### src/rtl/pipe_ctrl_if.sv
// Flush/hold/redirect bundle between pipe_ctrl and the EX, pc_reg, if_id and id_ex stages.
// Handshake: jump_en_o is a single-cycle strobe that qualifies jump_addr_o; hold_o is a level.

`ifndef RV32_ADDR_WIDTH
`define RV32_ADDR_WIDTH 32
`endif
`ifndef RST_INST_ADDR
`define RST_INST_ADDR 32'h0000_0000
`endif

interface pipe_ctrl_if;
  logic                        jump_en_i;
  logic [`RV32_ADDR_WIDTH-1:0] jump_addr_i;
  logic                        hold_req_i;
  logic                        done_i;
  logic                        jump_en_o;
  logic [`RV32_ADDR_WIDTH-1:0] jump_addr_o;
  logic                        pipeline_flush_o;
  logic                        hold_o;
  logic                        hold_timeout_o;
  logic [1:0]                  state_dbg;

  modport master (
    input  jump_en_i, jump_addr_i, hold_req_i, done_i,
    output jump_en_o, jump_addr_o, pipeline_flush_o, hold_o, hold_timeout_o, state_dbg
  );

  modport slave (
    output jump_en_i, jump_addr_i, hold_req_i, done_i,
    input  jump_en_o, jump_addr_o, pipeline_flush_o, hold_o, hold_timeout_o, state_dbg
  );
endinterface

### src/rtl/pipe_ctrl.sv
// Pipeline control: IDLE/FLUSH/HOLD sequencer producing flush, hold and PC redirect.
// Optional hold watchdog enabled by defining PIPE_CTRL_HOLD_TIMEOUT_EN.

`ifndef RV32_ADDR_WIDTH
`define RV32_ADDR_WIDTH 32
`endif
`ifndef RST_INST_ADDR
`define RST_INST_ADDR 32'h0000_0000
`endif

module pipe_ctrl #(
  parameter int unsigned FLUSH_CYCLES = 2,
  parameter int unsigned HOLD_TIMEOUT = 64
) (
  input  logic clk,
  input  logic rst_n,
  pipe_ctrl_if.master bus
);

  typedef enum logic [1:0] {
    ST_IDLE  = 2'd0,
    ST_FLUSH = 2'd1,
    ST_HOLD  = 2'd2
  } state_e;

  localparam logic [3:0] FLUSH_RELOAD = 4'(FLUSH_CYCLES - 1);

  if (FLUSH_CYCLES < 1 || FLUSH_CYCLES > 15 || HOLD_TIMEOUT < 2 || HOLD_TIMEOUT > 255)
  begin : g_param_check
    $error("pipe_ctrl: FLUSH_CYCLES or HOLD_TIMEOUT out of range");
  end

  state_e     state_q, state_d;
  logic [3:0] cnt_q, cnt_d;
  logic       wd_fire;
  logic       jump_take;

`ifdef PIPE_CTRL_HOLD_TIMEOUT_EN
  localparam logic [7:0] WD_LAST = 8'(HOLD_TIMEOUT - 2);

  logic [7:0] wd_q, wd_d;
  logic       to_q, to_d;

  // Fires on the HOLD cycle in which the count would reach HOLD_TIMEOUT-1.
  assign wd_fire = (state_q == ST_HOLD) && !bus.done_i && (wd_q == WD_LAST);

  always_comb begin
    wd_d = 8'd0;
    to_d = to_q | wd_fire;
    if (state_q == ST_HOLD && !bus.done_i) begin
      wd_d = wd_q + 8'd1;
    end
  end

  always_ff @(posedge clk or negedge rst_n) begin
    if (!rst_n) begin
      wd_q <= 8'd0;
      to_q <= 1'b0;
    end else begin
      wd_q <= wd_d;
      to_q <= to_d;
    end
  end

  assign bus.hold_timeout_o = to_q;
`else
  assign wd_fire            = 1'b0;
  assign bus.hold_timeout_o = 1'b0;
`endif

  always_ff @(posedge clk or negedge rst_n) begin
    if (!rst_n) begin
      state_q <= ST_IDLE;
      cnt_q   <= 4'd0;
    end else begin
      state_q <= state_d;
      cnt_q   <= cnt_d;
    end
  end

  always_comb begin
    state_d = state_q;
    cnt_d   = cnt_q;
    case (state_q)
      ST_IDLE: begin
        if (bus.jump_en_i) begin
          if (FLUSH_CYCLES > 1) begin
            state_d = ST_FLUSH;
            cnt_d   = FLUSH_RELOAD;
          end
        end else if (bus.hold_req_i && !bus.done_i) begin
          state_d = ST_HOLD;
        end
      end
      ST_FLUSH: begin
        // hold_req_i is dropped here: EX is executing a flushed NOP.
        if (bus.jump_en_i) begin
          cnt_d = FLUSH_RELOAD;
        end else if (cnt_q == 4'd1) begin
          state_d = ST_IDLE;
          cnt_d   = 4'd0;
        end else begin
          cnt_d = cnt_q - 4'd1;
        end
      end
      ST_HOLD: begin
        if (bus.done_i || wd_fire) begin
          state_d = ST_IDLE;
        end
      end
      default: begin
        state_d = ST_IDLE;
        cnt_d   = 4'd0;
      end
    endcase
  end

  // Outputs are gated by rst_n so an asserted reset forces them low even while inputs are active.
  assign jump_take = rst_n && bus.jump_en_i && (state_q != ST_HOLD);

  assign bus.jump_en_o        = jump_take;
  assign bus.jump_addr_o      = jump_take ? bus.jump_addr_i : `RST_INST_ADDR;
  assign bus.pipeline_flush_o = jump_take || (state_q == ST_FLUSH) || wd_fire;
  assign bus.hold_o           = rst_n &&
                                (((state_q == ST_HOLD) && !bus.done_i && !wd_fire) ||
                                 ((state_q == ST_IDLE) && bus.hold_req_i && !bus.done_i &&
                                  !bus.jump_en_i));
  assign bus.state_dbg        = state_q;

endmodule
### src/flat_wrapper.sv
// flat-port wrapper written by rule: the top's interface ports become plain ports
module pipe_ctrl_flat 
#(
  parameter int unsigned FLUSH_CYCLES = 2,
  parameter int unsigned HOLD_TIMEOUT = 64
)
  (clk, rst_n, bus_jump_en_i, bus_jump_addr_i, bus_hold_req_i, bus_done_i, bus_jump_en_o, bus_jump_addr_o, bus_pipeline_flush_o, bus_hold_o, bus_hold_timeout_o, bus_state_dbg);
  pipe_ctrl_if bus_i ();
  input  logic clk;
  input  logic rst_n;
  input wire logic [$bits(bus_i.jump_en_i)-1:0] bus_jump_en_i;
  input wire logic [$bits(bus_i.jump_addr_i)-1:0] bus_jump_addr_i;
  input wire logic [$bits(bus_i.hold_req_i)-1:0] bus_hold_req_i;
  input wire logic [$bits(bus_i.done_i)-1:0] bus_done_i;
  output wire logic [$bits(bus_i.jump_en_o)-1:0] bus_jump_en_o;
  output wire logic [$bits(bus_i.jump_addr_o)-1:0] bus_jump_addr_o;
  output wire logic [$bits(bus_i.pipeline_flush_o)-1:0] bus_pipeline_flush_o;
  output wire logic [$bits(bus_i.hold_o)-1:0] bus_hold_o;
  output wire logic [$bits(bus_i.hold_timeout_o)-1:0] bus_hold_timeout_o;
  output wire logic [$bits(bus_i.state_dbg)-1:0] bus_state_dbg;
  assign bus_i.jump_en_i = bus_jump_en_i;
  assign bus_i.jump_addr_i = bus_jump_addr_i;
  assign bus_i.hold_req_i = bus_hold_req_i;
  assign bus_i.done_i = bus_done_i;
  assign bus_jump_en_o = bus_i.jump_en_o;
  assign bus_jump_addr_o = bus_i.jump_addr_o;
  assign bus_pipeline_flush_o = bus_i.pipeline_flush_o;
  assign bus_hold_o = bus_i.hold_o;
  assign bus_hold_timeout_o = bus_i.hold_timeout_o;
  assign bus_state_dbg = bus_i.state_dbg;
  pipe_ctrl #(.FLUSH_CYCLES(FLUSH_CYCLES), .HOLD_TIMEOUT(HOLD_TIMEOUT)) u_core (.clk(clk), .rst_n(rst_n), .bus(bus_i));
endmodule
### config.mk
export PLATFORM = sky130hd
export DESIGN_NAME = pipe_ctrl_flat
export DESIGN_NICKNAME = d
export VERILOG_FILES = /design/src/rtl/pipe_ctrl_if.sv /design/src/rtl/pipe_ctrl.sv /design/src/flat_wrapper.sv
export SDC_FILE = /design/constraint.sdc
export NUM_CORES = 1
export LEC_CHECK = 0
export ABC_AREA = 1
export BUFFER_PORTS_ARGS = -buffer_cell sky130_fd_sc_hd__buf_2
export CAP_MARGIN = 0
export CORE_MARGIN = 4
export CORE_UTILIZATION = 31
export DETAILED_ROUTE_END_ITERATION = 7
export GPL_TIMING_DRIVEN = 0
export PLACE_DENSITY = 0.83
export SYNTH_ARGS = -nofsm -noshare
export SYNTH_HDL_FRONTEND = slang
export SYNTH_SLANG_ARGS = --single-unit
### constraint.sdc
create_clock -name clk -period 1 [get_ports clk]
set_input_delay 0.15 -clock clk [delete_from_list [all_inputs] [get_ports clk]]
set_output_delay 0.15 -clock clk [all_outputs]
set_load 0.005 [all_outputs]
==> results list, run 1 <==
- Hold violation count in the final report: 0
* Cell leakage power: 0.0009097 µW
* Most used standard cells in the synthesized netlist: sky130_fd_sc_hd__inv_1, sky130_fd_sc_hd__nor2_1, sky130_fd_sc_hd__nand2_1
* Register area share after synthesis: 21.66%
- Pin placement for this block handled 75 I/O pins.
- Final wirelength: 2609 µm
- Buffers placed on the I/O ports in this run total 73.
- From synthesis to final layout, the design area changed by 101.3%.
- Vertical extent of the die: 55.29 µm
* DRT antenna net count: 0
* Peak Freq: 712.0 MHz
- In the final layout, the multi-input gates occupy 499.2 µm².
- Cells with a size suffix above 1 make up 64.90% of the layout.
- PD cells: 1486 nW/µm²
* Final setup margin: -0.4044 ns
* Warning count from the yosys run: 0
- After synthesis, the share of flip-flops with an asynchronous set or reset is 100.0%.
* Estimated wirelength of the detail-placed design: 1743 µm
* Sink Count: 6
- The clock passes through at most 2 buffers.
- The initial utilization of the core area, before any placement, comes to 33.95%.
- In the final layout, flip-flops and latches occupy 155.1 µm².
* Number of enable-type register cells in the synthesized netlist: 0
- Initial DRT Pass Iterations: 4
* Std-Cell Core Area: 2042 µm²
- From left edge to right edge, the die measures 55.29 µm.
* Aggregate global-route resource usage: 13.80%
- Leftover overflow at the end of global routing: 0
- Crit Path Class: reg2out
* Row count: 16
- Hold crit path type: in2reg
- Final design utilization: 68.32%
* Clock network latency to the later pin of the worst-skew pair: 0.23 ns
* Peak supply drop: 1.568 mV
* Count of final max-slew check failures: 0
- The run finished, with violations left.
* Vias in the first global route: 817
- Among cell families on the critical path, the largest total delay comes from flip-flops.
- Counting the fill cells in the layout gives 168.
- Buffers inserted during clock tree synthesis total 3.
- Final non-filler cell area: 1395 µm²
- After the flow finishes, the layout carries non-filler instances totaling 235.
- Signal arrival time at the worst endpoint: 1.25 ns
- Sum of buffers and inverters on the critical path: 2
- After clock tree synthesis, the clock-pin slew on the worst setup and hold paths is 0.04 ns.
- The largest single stage delay on the critical path is 0.44 ns.
- In this run, placement finished with an instance count of 220.
- Setup-violating endpoint count in the final report: 41
- Top-area cell type share of the netlist area: 21.66%
- In the synthesized netlist the dominant register cell turns out to be sky130_fd_sc_hd__dfrtp_1.
- Remaining DRCs: 0
- First-pass GRT wire length: 3463 µm
- Entering global routing, the biggest net connects 11 pins.
- In this run, the number of DRC markers left after iteration 0 of detailed routing was 36.
* Clock tree root buffer cell: sky130_fd_sc_hd__clkbuf_4
* Mean number of vias per cell: 4.213
* Top fanout value on the critical path: 5
- Avg Synthesized Cell Area: 5.776 µm²
- Post-place instance area: 1092 µm²
- TritonCTS clock tree: yes
- Startpoint kind of the worst setup timing path: register
* Total via count after detailed routing: 990
* Required arrival time at the worst endpoint: 0.85 ns
- Most common cell in the synthesized netlist: sky130_fd_sc_hd__inv_1
- On the critical path, the stage with the largest delay is an instance of sky130_fd_sc_hd__dfrtp_2.
* Routed WL per cell: 11.10 µm
* Leading post-synthesis cells by cell area: sky130_fd_sc_hd__dfrtp_1, sky130_fd_sc_hd__inv_1, sky130_fd_sc_hd__nor2_1
* Final period demand of the worst path: 1.404 ns
- For the final database, setup skew stands at 0.001178 ns.
- Syn Inst Count: 120
- Walking the worst path, the cells encountered are nand2_4 > nand3_2 > clkbuf_16 > nor2_2 > buf_2.
- Setup repair after global routing could not meet its margin everywhere.
- The synthesized netlist occupies a cell area of 693.2 µm².
- At the end of the flow, the number of nets in the layout was 249.
* Level count of the clock H-tree: 1
* Gpl congestion: 0.8170
- Counting every net in the synthesized netlist gives 159.
- Synthesis instantiated 20 different standard cells from the library.
- The number of antenna diodes in the final layout is 0.
- Crit path capture type: output port
- The final reports fail on setup timing.
- The number of antenna violations at the first check in global routing came to 0.
- Total Die Area: 3056 µm²
* Top cell type by total area after synthesis: sky130_fd_sc_hd__dfrtp_1
* Synthesis-stage register bit count: 6
- Dividing the final minimum period by the clock period gives 140.4%.
- Maxcap violations: 0
final timing paths:
path	cells after the start	from	endpoint	slack [ns]
worst max-delay path	5	u_core.bus.state_dbg[1]	bus_jump_addr_o[1]	-0.40
worst min-delay path	3	bus_hold_req_i	u_core.bus.state_dbg[1]	0.22
worst max register to register	6	u_core.bus.state_dbg[1]	u_core.cnt_q[2]	-0.05
worst min register to register	1	u_core.cnt_q[0]	u_core.cnt_q[0]	0.51
max in group asynchronous	2	rst_n	u_core.cnt_q[2]	0.31
min in group asynchronous	2	rst_n	u_core.cnt_q[3]	0.44
final cells by class:
type / instances / area share, %
repair buffers: 84 / 34.08
well taps: 27 / 2.422
clock buffers: 3 / 1.614
flip-flops and latches: 6 / 11.12
inverters: 41 / 11.39
multi-input cells: 70 / 35.78
plain buffers: 4 / 3.587
metrics by stage:
stage / setup WS [ns] / TNS [ns] / hold WS [ns] / total power (µW)
floorplan: -0.04952 / -1.414 / -0.1456 / 927.3
global placement: -0.2018 / -6.196 / 0.003774 / 1192
detailed placement: -0.2187 / -6.805 / 0.006872 / 1211
CTS: -0.3912 / -13.22 / 0.1934 / 1749
global route: -0.4611 / -15.89 / 0.2151 / 2258
finish: -0.4044 / -13.49 / 0.2243 / 2073
state kept, by name, indices dropped and copies added, names as in the netlist:
name	cells
u_core.cnt_q	4
u_core.bus.state_dbg	2
layout by cell type, fill, tap and decap left out, types with 3 or more instances in the layout:
cell type | netlist | routed
sky130_fd_sc_hd__nor2_1 | 27 | 12
sky130_fd_sc_hd__clkbuf_4 | 0 | 3
sky130_fd_sc_hd__nor2_2 | 9 | 16
sky130_fd_sc_hd__inv_1 | 40 | 36
sky130_fd_sc_hd__buf_4 | 1 | 8
sky130_fd_sc_hd__buf_6 | 3 | 4
sky130_fd_sc_hd__buf_2 | 0 | 73
sky130_fd_sc_hd__nand3_2 | 0 | 3
sky130_fd_sc_hd__dfrtp_2 | 0 | 4
sky130_fd_sc_hd__inv_2 | 1 | 3
sky130_fd_sc_hd__nand2_1 | 14 | 13
sky130_fd_sc_hd__nor2_4 | 1 | 9
report_power, final:
| part | leakage, µW | switching (µW) | internal (µW) |
|---|---|---|---|
| Clock | 0.0000138 | 74.2 | 135 |
| Sequential | 0.0000719 | 134 | 348 |
| Combinational | 0.000824 | 733 | 649 |
| Total | 0.000910 | 941 | 1130 |
worst reg2reg max path, cell delays in order, from the launching register on:
cell                      delay, ns
sky130_fd_sc_hd__dfrtp_2       0.44
sky130_fd_sc_hd__buf_4         0.17
sky130_fd_sc_hd__inv_4         0.06
sky130_fd_sc_hd__nand3_2       0.09
sky130_fd_sc_hd__nor2_2        0.11
sky130_fd_sc_hd__nand2_1       0.06
sky130_fd_sc_hd__nand2_1       0.06
per-layer routing:
metal	share of wire, %	wire [µm]	vias to the layer above	global-route usage (%)
met5	0	0	-	0
met4	0	0	0	5.556
met3	10	270	0	5.594
met2	56	1456	51	27.36
met1	34	882	427	11.88
li1	-	-	512	-
cells by family after synthesis:
kind of cell | share of synthesized area (%)
AO/OA/AOI/OAI | 5.596
XOR/XNOR | 1.264
adder cells (fa/ha/maj) | 3.610
buffers and inverters | 28.16
flip-flops | 21.66
other | 0.5410
AND/OR/NAND/NOR | 39.17
what timing repair did:
item	CTS	global route
hold buffers	1	0
resized for setup	21	34
buffers inserted	6	1
cloned	0	4
setup endpoints to repair	41	42
pin swaps	4	4
endpoints found under the hold margin	6	0
Note: power is estimated with default switching activity, not from simulation.
==> inputs of run 2 (changes only) <==
--- a/config.mk
+++ b/config.mk
@@ -12,7 +12,7 @@
 export CORE_UTILIZATION = 31
 export DETAILED_ROUTE_END_ITERATION = 7
 export GPL_TIMING_DRIVEN = 0
-export PLACE_DENSITY = 0.83
+export PLACE_DENSITY = 0.84
 export SYNTH_ARGS = -nofsm -noshare
 export SYNTH_HDL_FRONTEND = slang
 export SYNTH_SLANG_ARGS = --single-unit
==> results list, run 2 (synthesis gave the netlist of run 1 again) <==
- Delay of the slowest critical-path stage: 0.45 ns
- Summing all flip-flop and latch instances after layout gives 152.6 µm².
* Startpoint kind of the worst setup timing path: register
- Minimum hold slack: 0.1911 ns
- Comb power frac: 68.4%
- Clock tree synthesis inserted a total of 3 buffers.
* Maximum number of pins on one net before global-route repair: 11
- The wire-length estimate of the detail-placed layout is 1767 µm.
* Net switching power figure: 999.5 µW
* Level count of the clock H-tree: 1
- Count of final max-slew check failures: 0
- P_int: 1216 µW
- Number of cells traversed by the worst hold path: 3
- Aggregate global-route resource usage: 14.92%
- For this design, the slowest cell found on the critical path is sky130_fd_sc_hd__dfrtp_2.
* Die outline width: 55.29 µm
- Filler-free cell count of the finished design: 241
- The first routing iteration left 30 violations.
- Once routing completed, OpenROAD measured the worst setup slack at -0.4554 ns.
- In this run the critical register-to-register path is launched from u_core.bus.state_dbg[1].
- Run status: finished with violations
- Row count: 16
- Leaving out fill and tap cells, the most frequent cell in the layout is sky130_fd_sc_hd__buf_2.
- Peak Freq: 687.1 MHz
- In this run the power density over the cells is 1502 nW/µm².
- Total via count after detailed routing: 1028
- Top fanout value on the critical path: 6
* I/O Buffers: 73
- Ranked by flip-flop count, first place goes to u_core.cnt_q.
* Setup-violating endpoint count in the final report: 42
- In this run the deepest clock path goes through 2 buffers.
- Subtracting the final worst setup slack from the clock period gives 1.455 ns.
- Data on the critical path is required at its endpoint by 0.85 ns.
- The signal on the critical path passes through nand2_4 > nand3_4 > buf_6 > nor2_2 > buf_2.
* Clock tree root buffer cell: sky130_fd_sc_hd__clkbuf_4
* Post-place instance area: 1092 µm²
* Signal arrival time at the worst endpoint: 1.31 ns
- Dividing the detail-routed wire length by the instance count gives 11.53 µm.
- Flip-flop count of the largest register, all copies and words added: 4
- Vias in the first global route: 893
* Count of nets after finishing: 255
- STA classifies the critical path endpoint as an output port.
- For this run, design rule violations remaining after detail routing come to 0.
- In this run, flip-flops and latches consume 21.4% of the power.
- Peak supply drop: 1.448 mV
* Worst reg-to-reg path cell count: 7
- Fillcell total: 160
* Vertical extent of the die: 55.29 µm
- After clock tree synthesis, the clock-pin slew on the worst setup and hold paths is 0.05 ns.
* Setup skew after layout: 0.003000 ns
- After detailed routing, the total wire length is 2779 µm.
- The core region is 2042 µm².
- Commonest non-fill, non-tap cells in the layout: sky130_fd_sc_hd__buf_2, sky130_fd_sc_hd__inv_1, sky130_fd_sc_hd__nor2_2
- Mean number of vias per cell: 4.266
* Clock network fraction of design power: 10.2%
- After routing the design area is 1475 µm².
* Failing checks: setup timing
* Initial DRT Pass Iterations: 4
* Layout Area Growth over Synthesis: 112.8%
* First-pass GRT wire length: 3822 µm
* Sink Count: 6
* Final worst path period share: 145.5%
- 75 I/O pins were placed.
- Critical R2R Capture: u_core.cnt_q[2]
* Initial Util: 33.95%
* Maxcap violations: 0
- Once detail routing completed, the nets flagged for antenna violations numbered 0.
* Cell leakage power: 0.0009463 µW
- Net switching is 45.11% of the power.
- The repair_antennas step left the layout with diodes totalling 0.
- Antenna violations before repair: 0
* Fraction of final layout cells sized beyond drive strength 1: 66.82%
- Multi-input gate area: 529.3 µm²
- Setup repair after global routing missed its margin: true
* Worst setup startpoint: u_core.bus.state_dbg[1]
- The final number of hold-violating endpoints was 0.
* Leftover overflow at the end of global routing: 0
- The setup path with the least slack is of type reg2out.
- Across all register-to-register paths, the minimum setup slack is -0.21 ns.
- Clock network latency to the later pin of the worst-skew pair: 0.24 ns
* Total Die Area: 3056 µm²
* Crit path to: bus_jump_addr_o[23]
- TritonCTS clock tree: yes
* Gpl congestion: 0.8385
- Total instance count after detailed placement: 220
* Worst slack at placement: -0.2344 ns
* Hold crit path type: in2reg
[run 2: cell types whose count changed in the layout (fill, tap and decap cells not counted), sizes merged]
cell  before  now
buf       86   92
[run 2: what timing repair did]
item | CTS | global route
pin swaps | 6 | 4
buffers inserted | 6 | 7
setup endpoints to repair | 41 | 42
hold buffers | 1 | 0
resized for setup | 22 | 41
hold endpoints to repair | 6 | 0
cloned | 1 | 3
[run 2: worst min-delay path by stage]
stage | startpoint | slack (ns) | end
after global placement | rst_n | 0.008 | u_core.cnt_q[2]
after global routing | bus_hold_req_i | 0.20 | u_core.bus.state_dbg[1]
after CTS | bus_hold_req_i | 0.18 | u_core.bus.state_dbg[1]
after detailed placement | rst_n | 0.009 | u_core.cnt_q[2]
final | bus_hold_req_i | 0.19 | u_core.bus.state_dbg[1]
after floorplan | rst_n | -0.15 | u_core.bus.state_dbg[0]
[run 2: power groups by stage]
stage / Sequential, µW / Combinational [µW] / Clock (µW)
6_report: 474 / 1520 / 226
3_5_place_dp: 441 / 770 / 0
3_3_place_gp: 436 / 757 / 0
5_1_grt: 485 / 1660 / 243
2_1_floorplan: 423 / 504 / 0
4_1_cts: 442 / 1080 / 236
[run 2: final cells by class]
class,count,share of cell area [%]
buffer,4,3.393
sequential,6,10.35
multi-input combinational,70,35.88
clock buffer,3,1.527
timing repair buffer,90,35.79
tap,27,2.290
inverter,41,10.77
[run 2: worst max-delay path: cells and delay by family, from the launching register on]
kind | cells | cell delay (ns)
DFF | 1 | 0.45
buffers and inverters | 2 | 0.30
and+or+nand+nor | 3 | 0.31
[run 2: layer usage]
| layer | up-vias | wire (µm) | global-route usage (%) |
|---|---|---|---|
| met5 | - | 0 | 0 |
| met4 | 0 | 70 | 9.375 |
| met3 | 8 | 253 | 4.429 |
| met2 | 52 | 1456 | 28.55 |
| met1 | 443 | 998 | 13.32 |
| li1 | 525 | - | - |
[run 2: per-stage QoR]
step / util [%] / total power, µW / setup TNS, ns
floorplan: - / 927.3 / -1.414
global placement: 53.49 / 1193 / -6.320
detailed placement: 53.49 / 1211 / -6.999
CTS: 60.17 / 1762 / -14.12
global route: 72.24 / 2389 / -18.64
finish: 72.24 / 2215 / -16.07
==> inputs of run 3 (changes only) <==
--- a/config.mk
+++ b/config.mk
@@ -6,6 +6,7 @@
 export NUM_CORES = 1
 export LEC_CHECK = 0
 export ABC_AREA = 1
+export ABC_CLOCK_PERIOD_IN_PS = 1000
 export BUFFER_PORTS_ARGS = -buffer_cell sky130_fd_sc_hd__buf_2
 export CAP_MARGIN = 0
 export CORE_MARGIN = 4
@@ -16,3 +17,4 @@
 export SYNTH_ARGS = -nofsm -noshare
 export SYNTH_HDL_FRONTEND = slang
 export SYNTH_SLANG_ARGS = --single-unit
+export TNS_END_PERCENT = 5
==> results list, run 3 (synthesis gave the netlist of run 1 again) <==
* Number of buffers created by CTS: 3
* Die outline width: 55.29 µm
- Dividing the detail-routed wire length by the instance count gives 10.51 µm.
- Diode count: 0
- Critical R2R Capture: u_core.cnt_q[3]
- After layout, the minimum clock period comes to 1.443 ns.
* Final setup margin: -0.4425 ns
- The worst hold path belongs to the class in2reg.
* Std-Cell Core Area: 2042 µm²
- Level count of the clock H-tree: 1
- In this run the cell area measured after placement is 1092 µm².
- The startpoint identified for the worst hold timing path is bus_hold_req_i.
* Failing checks: setup timing
* Peak supply drop: 1.456 mV
* Number of cells traversed by the worst hold path: 3
- Commonest non-fill, non-tap cells in the layout: sky130_fd_sc_hd__buf_2, sky130_fd_sc_hd__inv_1, sky130_fd_sc_hd__nor2_2
* Count of final max-slew check failures: 0
- CP Cell Sequence: nand2_2 > nand3_4 > buf_4 > nor2_1 > buf_2
* DRT antenna net count: 0
- DR iter-0 viols: 28
* Initial Util: 33.95%
* Total via count after detailed routing: 992
* Estimated wirelength of the detail-placed design: 1805 µm
- Layout Area Growth over Synthesis: 84.84%
- Port buffering added 73 buffers.
- The first TritonRoute pass finished after 4 iterations.
* Clock transition time at the flip-flop clock pins of the worst setup and hold paths: 0.04 ns
- In this run, placement finished with an instance count of 220.
- First-pass GRT wire length: 3677 µm
* Maximum number of pins on one net before global-route repair: 11
- After detailed routing, the wire length on met1 is 912 µm.
* Highest-delay cell along the critical path: sky130_fd_sc_hd__dfrtp_2
- Setup repair after global routing missed its margin: true
* Setup slack of the most critical reg-to-reg path: -0.07 ns
- Count of nets after finishing: 247
- The worst register-to-register path has a depth of 6.
- Setup violations remaining at the end of the flow were counted as 42.
- Flip-flop count of the largest register, all copies and words added: 4
* Top fanout value on the critical path: 8
- Adding up every negative setup slack in the final design gives -14.85 ns.
* Row count: 16
- The highest layer touched by signal routing is met3.
* Clock tree root buffer cell: sky130_fd_sc_hd__clkbuf_4
* Crit path to: bus_jump_addr_o[31]
- The final critical path takes up 144.3% of the cycle.
- The die covers 3056 µm².
* Aggregate global-route resource usage: 14.33%
- Detail Route met2 WL: 1272 µm
- The critical path is of the reg2out type.
* Signal arrival time at the worst endpoint: 1.29 ns
* Remaining DRCs: 0
* Crit path capture type: output port
- Peak Freq: 693.2 MHz
* Final non-filler cell area: 1281 µm²
- Sink Count: 6
- Cell leakage power: 0.0008770 µW
* Mean number of vias per cell: 4.258
- TritonCTS built the clock tree.
- The longest clock path from root to sink contains 2 buffers.
* Total chip power: 1642 µW
- Final wirelength: 2448 µm
* Required arrival time at the worst endpoint: 0.85 ns
- Gpl congestion: 0.8193
- After global routing the overflow that remains totals 0.
- The startpoint identified for the worst register-to-register timing path is u_core.bus.state_dbg[1].
- Clock network latency to the later pin of the worst-skew pair: 0.24 ns
* PD cells: 1281 nW/µm²
- In this run the vertical extent of the chip is 55.29 µm.
* Fraction of final layout cells sized beyond drive strength 1: 58.25%
- Top-Level Pins: 75
- Antenna violations before repair: 0
- In this design, the stage delay of the slowest critical-path cell is 0.42 ns.
- The worst setup path is launched from a register.
* Most frequent standard cell in the layout excluding fill and tap cells: sky130_fd_sc_hd__buf_2
* Run status: finished with violations
* Setup skew after layout: 0.002595 ns
- Filler-free cell count of the finished design: 233
* Met3 layer wire length in the routed design: 264 µm
- Final design utilization: 62.75%
- The final number of hold-violating endpoints was 0.
- Max-cap violations in this run came to 0.
- In this run the worst setup path begins at u_core.bus.state_dbg[1].
* Reg with most FFs: u_core.cnt_q
- Vias in the first global route: 831
## run 3: power by group
part           internal [µW]  switching, µW  leakage (µW)
Sequential               337           96.7     0.0000752
Combinational            464            537      0.000788
Clock                    135           72.9     0.0000138
## run 3: metrics by stage
| step | hold WS [ns] | setup WS (ns) |
|---|---|---|
| 2_1_floorplan | -0.1456 | -0.04952 |
| 3_3_place_gp | 0.007921 | -0.2139 |
| 3_5_place_dp | 0.008254 | -0.2201 |
| 4_1_cts | 0.2001 | -0.4186 |
| 5_1_grt | 0.2399 | -0.5640 |
| 6_report | 0.2156 | -0.4425 |
## run 3: cell type report
type	count	area (µm²)
buffer	4	45.04
inverter	41	153.9
clock buffer	3	22.52
multi-input combinational	69	404.1
timing repair buffer	83	470.5
tap	27	33.78
sequential	6	151.4
fill	180	760.7
## run 3: per-layer routing
layer  global-route usage, %  up-vias
li1                        -      507
met1                   16.53      428
met2                   23.99       57
met3                   5.128        0
met4                   5.556        0
met5                       0        -
## run 3: what timing repair did
item	CTS	global route
hold buffers	1	0
setup endpoints to repair	41	42
pin swaps	1	1
gates resized for setup	5	26
cloned	1	2
buffers inserted	5	1
endpoints found under the hold margin	6	0
## run 3: how the worst min path moves through the flow
stage,end,slack [ns]
after CTS,u_core.bus.state_dbg[1],0.20
after global placement,u_core.cnt_q[3],0.008
after floorplan,u_core.bus.state_dbg[0],-0.15
after detailed placement,u_core.cnt_q[3],0.008
after global routing,u_core.bus.state_dbg[1],0.24
final,u_core.bus.state_dbg[1],0.22
## run 3: critical path: cells and delay by family, from the launching register on
family | cells | cell delay (ns)
AND/OR/NAND/NOR | 3 | 0.33
buffers and inverters | 2 | 0.30
flip-flops | 1 | 0.42
